<file path="src/rtl/dlfloat_pkg.sv">
// Shared DLfloat16 definitions: field widths, packed layout and zero test.
package dlfloat_pkg;

  localparam int DLF_W = 16;
  localparam int EXP_W = 6;
  localparam int MAN_W = 9;
  localparam int BIAS  = 31;
  localparam logic [EXP_W-1:0] EXP_MAX = 6'h3F;

  typedef struct packed {
    logic             sign;
    logic [EXP_W-1:0] exp;
    logic [MAN_W-1:0] man;
  } dlf_t;

  // An all-zero exponent field flushes the value to zero regardless of mantissa.
  function automatic logic dlf_is_zero(input dlf_t v);
    return (v.exp == {EXP_W{1'b0}});
  endfunction

  // Exponent saturated at its maximum encoding.
  function automatic logic dlf_is_exp_max(input dlf_t v);
    return (v.exp == EXP_MAX);
  endfunction

endpackage

</file>
<file path="src/rtl/dlfloat_accum_ctrl.sv">
// Reduction controller: folds LEN DLfloat16 operands into one sum using an
// external one-cycle adder, then presents the sum on a valid/ready port.
// All outputs are registers loaded from the next-state values.
module dlfloat_accum_ctrl
  import dlfloat_pkg::*;
#(
  parameter  int LEN   = 8,
  localparam int CNT_W = $clog2(LEN + 1)
) (
  input  logic             clk,
  input  logic             rst,
  input  logic             in_valid,
  output logic             in_ready,
  input  logic [DLF_W-1:0] in_data,
  output logic [DLF_W-1:0] add_a,
  output logic [DLF_W-1:0] add_b,
  input  logic [DLF_W-1:0] add_c,
  output logic             out_valid,
  input  logic             out_ready,
  output logic [DLF_W-1:0] out_data,
  output logic             out_ovf,
  output logic             busy
);

  typedef enum logic [2:0] {
    S_IDLE  = 3'd0,
    S_ACC   = 3'd1,
    S_ISSUE = 3'd2,
    S_CAPT  = 3'd3,
    S_CHECK = 3'd4,
    S_DONE  = 3'd5
  } state_t;

  localparam logic [CNT_W-1:0] LEN_C  = CNT_W'(LEN);
  localparam logic [CNT_W-1:0] ONE_C  = CNT_W'(1);
  localparam logic [CNT_W-1:0] ZERO_C = CNT_W'(0);
  localparam logic [DLF_W-1:0] DLF_ZERO = 16'h0000;

  state_t           state_r, next_state_s;
  logic [DLF_W-1:0] acc_r, acc_s;
  logic [DLF_W-1:0] opb_r, opb_s;
  logic [CNT_W-1:0] cnt_r, cnt_s;
  logic             ovf_r, ovf_s;
  logic             in_ready_r, out_valid_r, busy_r;
  logic [DLF_W-1:0] add_a_r, add_b_r, out_data_r;
  logic             transfer_s, consume_s;

  assign transfer_s = in_valid & in_ready_r;
  assign consume_s  = out_valid_r & out_ready;

  // Next-state and next-datapath values for every controller register.
  always_comb begin
    next_state_s = state_r;
    acc_s        = acc_r;
    opb_s        = opb_r;
    cnt_s        = cnt_r;
    ovf_s        = ovf_r;
    case (state_r)
      S_IDLE: begin
        if (transfer_s) begin
          acc_s        = in_data;
          cnt_s        = ONE_C;
          next_state_s = (LEN == 1) ? S_DONE : S_ACC;
        end else begin
          next_state_s = S_IDLE;
        end
      end
      S_ACC: begin
        if (transfer_s) begin
          cnt_s = cnt_r + ONE_C;
          if (dlf_is_zero(dlf_t'(in_data))) begin
            next_state_s = S_CHECK;
          end else if (dlf_is_zero(dlf_t'(acc_r))) begin
            // Running sum is still zero: adopt the operand without an adder pass.
            acc_s        = in_data;
            next_state_s = S_CHECK;
          end else begin
            opb_s        = in_data;
            next_state_s = S_ISSUE;
          end
        end else begin
          next_state_s = S_ACC;
        end
      end
      S_ISSUE: begin
        next_state_s = S_CAPT;
      end
      S_CAPT: begin
        acc_s        = add_c;
        ovf_s        = ovf_r | dlf_is_exp_max(dlf_t'(add_c));
        next_state_s = S_CHECK;
      end
      S_CHECK: begin
        if (cnt_r == LEN_C) begin
          next_state_s = S_DONE;
        end else begin
          next_state_s = S_ACC;
        end
      end
      S_DONE: begin
        if (consume_s) begin
          ovf_s        = 1'b0;
          cnt_s        = ZERO_C;
          acc_s        = DLF_ZERO;
          next_state_s = S_IDLE;
        end else begin
          next_state_s = S_DONE;
        end
      end
      default: begin
        next_state_s = S_IDLE;
      end
    endcase
  end

  // State, datapath and registered output update; reset discards any partial sum.
  always_ff @(posedge clk) begin
    if (rst) begin
      state_r     <= S_IDLE;
      acc_r       <= DLF_ZERO;
      opb_r       <= DLF_ZERO;
      cnt_r       <= ZERO_C;
      ovf_r       <= 1'b0;
      in_ready_r  <= 1'b1;
      out_valid_r <= 1'b0;
      busy_r      <= 1'b0;
      add_a_r     <= DLF_ZERO;
      add_b_r     <= DLF_ZERO;
      out_data_r  <= DLF_ZERO;
    end else begin
      state_r     <= next_state_s;
      acc_r       <= acc_s;
      opb_r       <= opb_s;
      cnt_r       <= cnt_s;
      ovf_r       <= ovf_s;
      in_ready_r  <= (next_state_s == S_IDLE) || (next_state_s == S_ACC);
      out_valid_r <= (next_state_s == S_DONE);
      busy_r      <= (next_state_s != S_IDLE);
      // Adder operands are driven only in ISSUE so the adder rests at zero.
      add_a_r     <= (next_state_s == S_ISSUE) ? acc_s : DLF_ZERO;
      add_b_r     <= (next_state_s == S_ISSUE) ? opb_s : DLF_ZERO;
      out_data_r  <= (next_state_s == S_DONE) ? acc_s : DLF_ZERO;
    end
  end

  assign in_ready  = in_ready_r;
  assign out_valid = out_valid_r;
  assign busy      = busy_r;
  assign add_a     = add_a_r;
  assign add_b     = add_b_r;
  assign out_data  = out_data_r;
  assign out_ovf   = ovf_r;

endmodule

</file>
<file path="config.mk">
export PLATFORM = sky130hd
export DESIGN_NAME = dlfloat_accum_ctrl
export DESIGN_NICKNAME = d
export VERILOG_FILES = /design/src/rtl/dlfloat_pkg.sv /design/src/rtl/dlfloat_accum_ctrl.sv
export SDC_FILE = /design/constraint.sdc
export NUM_CORES = 1
export LEC_CHECK = 0
export BUFFER_PORTS_ARGS = -buffer_cell sky130_fd_sc_hd__buf_4
export CORE_MARGIN = 8
export CORE_UTILIZATION = 35
export DETAILED_ROUTE_END_ITERATION = 10
export PLACE_DENSITY = 0.67
export SKIP_LAST_GASP = 1
export SLEW_MARGIN = 20
export SYNTH_ARGS = -nofsm -noshare
export SYNTH_HDL_FRONTEND = slang
export SYNTH_SLANG_ARGS = --single-unit
</file>
<file path="constraint.sdc">
create_clock -name clk -period 2.8 [get_ports clk]
set_input_delay 0.28 -clock clk [delete_from_list [all_inputs] [get_ports clk]]
set_output_delay 0.28 -clock clk [all_outputs]
set_load 0.02 [all_outputs]
</file>
* After elaboration in Yosys (flattened, before gate mapping)
Index checks and enable logic that the tools add are counted.
** Operators by class
- $add $sub $neg :: 1
- Eq/ne operators :: 13
- Multiplexer cells :: 23
- Bitwise logic cells :: 5
- Reductions and logical operators :: 12
** Operators by type and width (count)
- 2-to-1 mux 16 bit :: 9
- case mux 16 bit (4 select lines) :: 1
- case mux 3 bit (6 select lines) :: 1
- 2-to-1 mux 3 bit :: 5
- logical NOT 6 bit :: 2
- 2-to-1 mux 4 bit :: 3
- case mux 4 bit (3 select lines) :: 1
- equality test 3 x 2 -> 1 bit, second input constant :: 3
- equality test 3 bit, second input constant :: 3
- equality test 3 x 1 -> 1 bit, second input constant :: 2
- equality test 6 bit, second input constant :: 1
- logical NOT 3 bit :: 2
- inequality test 2 bit, second input constant :: 3
- nonzero test 3 bit :: 2
- adder 4 x 1 -> 4 bit, second input constant :: 1
- equality test 4 bit, second input constant :: 1
- AND reduction 4 bit :: 1
- OR reduction 2 bit :: 2
- AND 1 bit :: 2
- 2-to-1 mux 1 bit :: 2
- inverter 1 bit :: 2
- case mux 1 bit (2 select lines) :: 1
- AND reduction 2 bit :: 1
- nonzero test 2 bit :: 1
- 2 further kinds :: 2
** Storage, ports and cells
- Flip-flop bits (word level) :: 91
- Input port bits :: 36
- Output and inout bits :: 52
- Logic and storage cells :: 65

* Logic depth before layout (Yosys ltp)
Gate-level depths: netlist of the first run.
- Depth in word-level cells :: 8
- Gate-level depth with buffers :: 7
- Gate-level depth less buffers :: 6

* Least setup slack after synthesis of the first run
No wires, ideal clock.
- Path type :: flip-flop to flip-flop
- From :: register acc_r[11]
- To :: register out_data_r[4], in the netlist out_data[4]
- Setup time :: 0.132 ns
- Arrival :: 2.120 ns
- Required time :: 2.668 ns
- Setup slack :: 0.548 ns
- Stages on the path, launching flop included :: 7
- Buffers on the path :: 1
- Clock period less this slack :: 2.252 ns
- Path through :: dfxtp_1 or4_4 a2111oi_2 buf_6 mux2_2 a221oi_2 nor2_1
** On the way
- Word-level cells in the longest chain between the ends :: 8
- Elaborated cells between the ends (all ways) :: 12
- Those cells by class :: 1 x eq/ne; 8 x mux; 1 x bitwise; 2 x reduce/logical
** RTL lines
- start: declaration :: RTL line dlfloat_accum_ctrl.sv:40 : logic [DLF_W-1:0] acc_r, acc_s;
- start signal: assignment :: RTL line dlfloat_accum_ctrl.sv:132 : acc_r <= acc_s;
- logical NOT 6 bit (*) :: RTL line dlfloat_pkg.sv:18 : return (v.exp == {EXP_W{1'b0}});
- 2-to-1 mux 3 bit :: RTL line dlfloat_accum_ctrl.sv:73 : end else if (dlf_is_zero(dlf_t'(acc_r))) begin
- 2-to-1 mux 3 bit :: RTL line dlfloat_accum_ctrl.sv:71 : if (dlf_is_zero(dlf_t'(in_data))) begin
- 2-to-1 mux 3 bit :: RTL line dlfloat_accum_ctrl.sv:69 : if (transfer_s) begin
- case mux 3 bit (6 select lines) :: RTL line dlfloat_accum_ctrl.sv:58 : case (state_r)
- equality test 3 bit :: RTL line dlfloat_accum_ctrl.sv:142 : out_data_r <= (next_state_s == S_DONE) ? acc_s : DLF_ZERO;
- inverter 1 bit (no source line)
- OR reduction 2 bit (no source line)
- end signal: assignment :: RTL line dlfloat_accum_ctrl.sv:142
- end: declaration :: RTL line dlfloat_accum_ctrl.sv:45 : logic [DLF_W-1:0] add_a_r, add_b_r, out_data_r;
Mark *: on every way between the ends. The rest lies on a longest branch, timed or not.
A chain may end at the register's enable or synchronous reset.

* Worst setup path in the final report of the first run
- From :: register acc_r[11]
- To :: register add_a_r[0], in the netlist add_a[0]
** On the way
- Word-level cells in the longest chain between the ends :: 8
- Elaborated cells between the ends (all ways) :: 12
- Those cells by class :: 1 x eq/ne; 8 x mux; 1 x bitwise; 2 x reduce/logical
** RTL lines
- logical NOT 6 bit (*) :: RTL line dlfloat_pkg.sv:18
- 2-to-1 mux 3 bit :: RTL line dlfloat_accum_ctrl.sv:73
- 2-to-1 mux 3 bit :: RTL line dlfloat_accum_ctrl.sv:71
- 2-to-1 mux 3 bit :: RTL line dlfloat_accum_ctrl.sv:69
- case mux 3 bit (6 select lines) :: RTL line dlfloat_accum_ctrl.sv:58
- equality test 3 x 2 -> 1 bit :: RTL line dlfloat_accum_ctrl.sv:140 : add_a_r <= (next_state_s == S_ISSUE) ? acc_s : DLF_ZERO;
- inverter 1 bit (no source line)
- OR reduction 2 bit (no source line)
- end signal: assignment :: RTL line dlfloat_accum_ctrl.sv:140
- end: declaration :: RTL line dlfloat_accum_ctrl.sv:45
Marked as above.

==> results_dict.tcl, run 1 <==
set metrics [dict create \
    dr.pass1.iters 4 \
    row_count 35 \
    final_net_count 469 \
    hold_buffers 0 \
    ys_seq_elements 91 \
    die_y_um 114 \
    routabilityCongestion 0.894 \
    dp.cells 549 \
    die-area_um2 13000 \
    core_area_um2 9280 \
    drt_iter0_markers 148 \
    setup_tns_ns 0 \
    combPwrFrac 0.261 \
    grt_max_degree 40 \
    hold_ws_ns 0.194 \
    hpwl_um 6830 \
    cts_resized 0 \
    synthCells 339 \
    crit_chain "or4_4 > a2111oi_4 > buf_4 > mux2_2 > a221oi_1 > nor2_1" \
    yosysWarningCount 0 \
    maxCapViolCount 0 \
    max_freq_mhz 421 \
    drive_gt1_frac 0.326 \
    outcome "finished, final reports clean" \
    tightestPinTransition_ns 0.755 \
    async_reset_ff_frac 0 \
    post_drt_via_cell_ratio 4.93 \
    cts_buffers 9 \
    cts_htree_levels 3 \
    syn_to_final_growth_pct 31.6 \
    crit_family "compound AO/OA/AOI/OAI gates" \
    internal-power_w 0.00230 \
    wl_per_cell_um 16.3 \
    grt_pass1_wl_um 14700 \
    start_util 0.363 \
    p_leak_nw 1.94 \
    post-route-period-util 0.848 \
    cts_tree "built" \
    hold_viol 0 \
    ys_types 48 \
    track_usage 0.145 \
    finalCriticalPeriod_ns 2.37 \
    cts-root-buf "clkbuf_8" \
    vdd_drop_max_mv 0.337 \
    slew_headroom 0.494 \
    synth.avg_cell_area_um2 9.93 \
    max_stage_delay_ns 0.56 \
    slowest_stage "or4_4" \
    drc 0 \
    final.setup_skew_ns 0.00689 \
    slew_violations 0 \
    grt_overflow 0 \
    die_x_um 114 \
    vias 2785 \
    arrival_ns 2.61 \
    cts_setup_buffers 0 \
    rsz0062_at_grt "false" \
    wl_um 9220 \
    grt_pass1_vias 2841 \
    ant_nets 0 \
    clockBufferDepth 2 \
    setup_viol 0 \
    cp_num_buf_inv 1 \
    synth_ff_type "dfxtp_1" \
    required_ns 3.03 \
    seq_power_share 0.441 \
    switching_share 0.308 \
    path_clk_slew_ns 0.09 \
    final_core_util 0.477 \
    seq_area_frac_synth 0.541 \
    syn_area_um2 3370 \
    endpoint_kind "register" \
    cts_num_sinks 91 \
    clock_power_share 0.298 \
    power_density_nw_per_um2 750 \
    antenna_found_initial 0 \
    io_buffers 87 \
    critPathMaxFanout 12 \
    critPathKind "register to register" \
    switchingPower_w 0.00103 \
    final_cells 565 \
    start_kind "register" \
    synth_edf_count 0 \
    ios 88 \
    n_antenna_cell 0 \
    syn-num-nets 377 \
    hp-class "input pin to register" \
    clk_latency_ns 0.35 \
]
-- synthesized netlist by cell type (5+ instances only) --
library cell | count | share of area
nor2_1 | 97 | 0.11
dfxtp_1 | 91 | 0.54
mux2i_1 | 15 | 0.045
a22oi_1 | 10 | 0.022
clkbuf_1 | 10 | 0.011
a21oi_1 | 8 | 0.012
a221oi_2 | 8 | 0.036
inv_1 | 8 | 0.0089
mux2_2 | 8 | 0.027
nand2_1 | 8 | 0.0089
a221oi_1 | 6 | 0.016
buf_2 | 5 | 0.0074
-- per-layer routing --
layer	global-route usage	wire length [µm]	vias up
met3	0.0527	643	14
met4	0.0453	114	0
met5	0	0	-
li1	-	-	1367
met2	0.239	4340	99
met1	0.172	4130	1305
-- layout make-up --
class                   instances  area [µm²]
multi-input cells             221        1440
well taps                     129         161
fillers                       892        4850
repair buffers                100         751
clock inverters                 5        85.1
inverters                       8        30.0
clock buffers                  11         141
flip-flops and latches         91        1820
-- sequential cells by signal, summed over array words and instances (netlist names) --
name and count:
opb_r 16, busy 1, add_a 16, out_valid 1, in_ready 1, out_ovf 1
cnt_r 4, state_r 3, add_b 16, acc_r 16, out_data 16
-- power by group through the flow --
stage	clock network [W]	registers [W]	logic [W]
finish	0.000990	0.00146	0.000868
global route	0.00108	0.00148	0.000952
CTS	0.00101	0.00146	0.000871
detailed placement	0	0.00149	0.000869
global placement	0	0.00149	0.000857
floorplan	0	0.00151	0.000575
-- layout by cell type (no fill, tap or decap), types with 2 or more instances in the layout --
cell / n
inv_1: 8
nand3_1: 4
clkbuf_8: 10
nand2_1: 8
mux2_2: 8
bufinv_16: 2
and2_1: 3
o31ai_1: 3
ha_1: 2
a221oi_1: 6
mux2_4: 2
mux2i_1: 15
nor2b_1: 3
mux2_1: 2
a32oi_1: 3
nand3b_1: 2
a22o_1: 3
a22oi_1: 10
a221oi_2: 8
nand2b_1: 2
nor2_1: 97
a21oi_1: 8
and3_1: 2
nand4_1: 3
a31oi_1: 3
o21ai_0: 3
buf_4: 100
dfxtp_1: 91
nor3_1: 3
a2111oi_4: 2
-- logic make-up (layout without fill, tap and decap cells) --
kind of cell               after synthesis  after routing  share of synthesized area
buffers and inverters                   27            124                     0.0364
muxes                                   27             27                     0.0870
DFF                                     91             91                      0.541
and+or+nand+nor                        134            134                      0.174
AOI/OAI and AO/OA                       58             58                      0.154
adders and majority gates                2              2                    0.00743
-- path summary, 6_finish.rpt --
path,startpoint,to,slack (ns),cells after the start
max,acc_r[11],add_a[0],0.43,6
min,in_data[4],add_b[4],0.19,3
max reg2reg,acc_r[11],add_a[0],0.43,6
min reg2reg,out_ovf,out_ovf,0.47,2
-- through the flow --
step / cell area [µm²] / worst slack [ns] / total power [W]
floorplan: 3370 / 0.548 / 0.00208
global placement: 4200 / 0.490 / 0.00235
detailed placement: 4200 / 0.437 / 0.00236
CTS: 4430 / 0.423 / 0.00334
global route: 4430 / 0.240 / 0.00351
finish: 4430 / 0.427 / 0.00332
-- worst register-to-register path, cell delays in order (launching register included) --
cell       delay, ns
dfxtp_1         0.34
or4_4           0.56
a2111oi_4       0.28
buf_4           0.26
mux2_2          0.36
a221oi_1        0.38
nor2_1          0.08
No activity file was read; power rests on OpenSTA's default activity.
==> run 2: changes to the inputs <==
ABC_AREA = 1   (was default)
PLACE_DENSITY = 0.66   (was 0.67)
clock period = 2.2 ns   (was 2.8 ns; I/O delays follow)
==> results_dict.tcl, run 2 <==
set metrics [dict create \
    outcome "finished, final reports clean" \
    hpwl_um 7450 \
    design_area_um2 4780 \
    drt_iter0_markers 209 \
    final.setup_skew_ns 0.00876 \
    syn_area_um2 3770 \
    ys_top_cells_by_area "dfxtp_1 (48%), nand2_1 (8.5%), nor2_1 (6.8%)" \
    synth_ff_type "dfxtp_1" \
    start_util 0.353 \
    cts_setup_buffers 0 \
    drive_gt1_frac 0.303 \
    io_buffers 87 \
    cpMostUsedCell "a21oi_1" \
    cts_htree_levels 3 \
    synthCells 461 \
    dp.cells 676 \
    routabilityCongestion 0.883 \
    hold_ws_ns 0.161 \
    grt_overflow 0 \
    slowest_stage "dfxtp_1" \
    vias 3211 \
    combPwrFrac 0.339 \
    maxCapViolCount 0 \
    wl_um 10100 \
    post_drt_via_cell_ratio 4.64 \
    die-area_um2 14400 \
    max_stage_delay_ns 0.50 \
    rsz0062_at_grt "false" \
    cts_num_sinks 91 \
    cts_buffers 9 \
    hold_buffers 0 \
    dr_wl_met2_um 4810 \
    cts_tree "built" \
    cts_resized 0 \
    internal-power_w 0.00305 \
    drt-met1-wl_um 4560 \
    crit_chain "nand3_2 > nand2_2 > nand3_4 > a21oi_1 > a21oi_1" \
    critPathKind "register to register" \
    final_cells 692 \
    antenna_found_initial 0 \
    ys_types 29 \
    synth_common_cells "dfxtp_1 (91), nand2_1 (85), nor2_1 (68)" \
    post-synth-top-count-cell "dfxtp_1" \
    required_ns 2.43 \
    cts-root-buf "clkbuf_8" \
    final_net_count 585 \
    track_usage 0.145 \
    vdd_drop_max_mv 0.400 \
    tightestPinTransition_ns 0.483 \
    post-route-period-util 0.812 \
    ys_seq_elements 91 \
    clock_power_share 0.265 \
    setup_viol 0 \
    power_w 0.00496 \
    finalCriticalPeriod_ns 1.79 \
    synth_edf_count 0 \
    syn-num-nets 499 \
    cp_num_buf_inv 0 \
    ant_nets 0 \
    n_antenna_cell 0 \
    arrival_ns 2.02 \
    synth_top_cell_by_area "dfxtp_1" \
    mostFrequentLayoutCells "buf_4 (93), dfxtp_1 (91), nand2_1 (85), nor2_1 (68), a21oi_1 (50)" \
    slew_violations 0 \
    core_area_um2 10700 \
    die_x_um 120 \
    critPathMaxFanout 16 \
    clockBufferDepth 2 \
    async_reset_ff_frac 0 \
    path_clk_slew_ns 0.09 \
    ios 88 \
    synth.avg_cell_area_um2 8.18 \
    crit_family "simple AND/OR/NAND/NOR gates" \
    setup_tns_ns 0 \
    slew_headroom 0.677 \
    placed_area_um2 4540 \
    grt_max_degree 34 \
    endpoint_kind "register" \
    die_y_um 120 \
    clk_latency_ns 0.36 \
    start_kind "register" \
    hold_viol 0 \
    dr.pass1.iters 4 \
    max_freq_mhz 560 \
    met3_length_um 595 \
    routed.top_layer "met4" \
    grt_pass1_wl_um 16700 \
    layout_commonest_cell "buf_4" \
    seq_area_frac_synth 0.483 \
    p_leak_nw 2.16 \
    yosysWarningCount 0 \
    seq_power_share 0.396 \
    switchingPower_w 0.00191 \
    drc 0 \
    switching_share 0.385 \
    grt_pass1_vias 3377 \
    hp-class "input pin to register" \
    synth_top_area_frac 0.483 \
    wl_per_cell_um 14.6 \
    power_density_nw_per_um2 1040 \
    row_count 38 \
    syn_to_final_growth_pct 26.7 \
]
==> run 2: changes by cell type after synthesis, sizes merged, moves of 14 or more <==
| cell | delta |
|---|---|
| inv | +40 |
| nor2 | -17 |
| a221oi | -14 |
| nand3 | +27 |
| nand2 | +80 |
| a21oi | +70 |
| mux2i | -15 |
==> run 2: through the flow <==
step | utilization | worst slack (ns)
2_1_floorplan | - | 0.678
3_3_place_gp | 0.425 | 0.450
3_5_place_dp | 0.425 | 0.404
4_1_cts | 0.447 | 0.394
5_1_grt | 0.447 | 0.285
6_report | 0.447 | 0.413
==> run 2: cell type report <==
class | count | area (µm²)
tap | 140 | 175
fill | 1075 | 5920
clock buffer | 10 | 138
multi-input combinational | 303 | 1650
timing repair buffer | 94 | 718
inverter | 48 | 180
clock inverter | 6 | 96.3
sequential | 91 | 1820
==> run 2: routing by layer <==
metal  GRT usage  vias to the layer above
met5           0                        -
met4      0.0609                        0
met3      0.0324                       10
met1       0.178                     1472
li1            -                     1655
met2       0.241                       74
==> run 2: path summary, 6_finish.rpt <==
kind / start / to / slack (ns) / depth (start not counted)
hold / removal: rst / out_valid / 0.16 / 2
setup / recovery: state_r[1] / out_data[0] / 0.41 / 5
hold reg to reg: opb_r[2] / opb_r[2] / 0.48 / 2
setup reg to reg: state_r[1] / out_data[0] / 0.41 / 5
==> run 2: kinds of logic (layout without fill, tap and decap cells) <==
| kind of cell | after synthesis | count (layout) | share of synthesized area |
|---|---|---|---|
| adder cells (fa/ha/maj) | 2 | 2 | 0.00663 |
| AND/OR/NAND/NOR | 216 | 216 | 0.265 |
| XOR/XNOR | 2 | 2 | 0.00464 |
| buffers and inverters | 67 | 158 | 0.0799 |
| flip-flops | 91 | 91 | 0.483 |
| AO/OA/AOI/OAI | 83 | 83 | 0.161 |
==> run 2: worst reg2reg max path, stage by stage, from the launching register on <==
cell	delay, ns
dfxtp_1	0.50
nand3_2	0.19
nand2_2	0.13
nand3_4	0.34
a21oi_1	0.38
a21oi_1	0.12
==> run 2: power groups by stage <==
stage | clock network [W] | registers (W) | logic, W
3_5_place_dp | 0 | 0.00200 | 0.00168
4_1_cts | 0.00133 | 0.00196 | 0.00169
5_1_grt | 0.00142 | 0.00199 | 0.00187
3_3_place_gp | 0 | 0.00200 | 0.00165
6_report | 0.00131 | 0.00196 | 0.00168
2_1_floorplan | 0 | 0.00202 | 0.00129
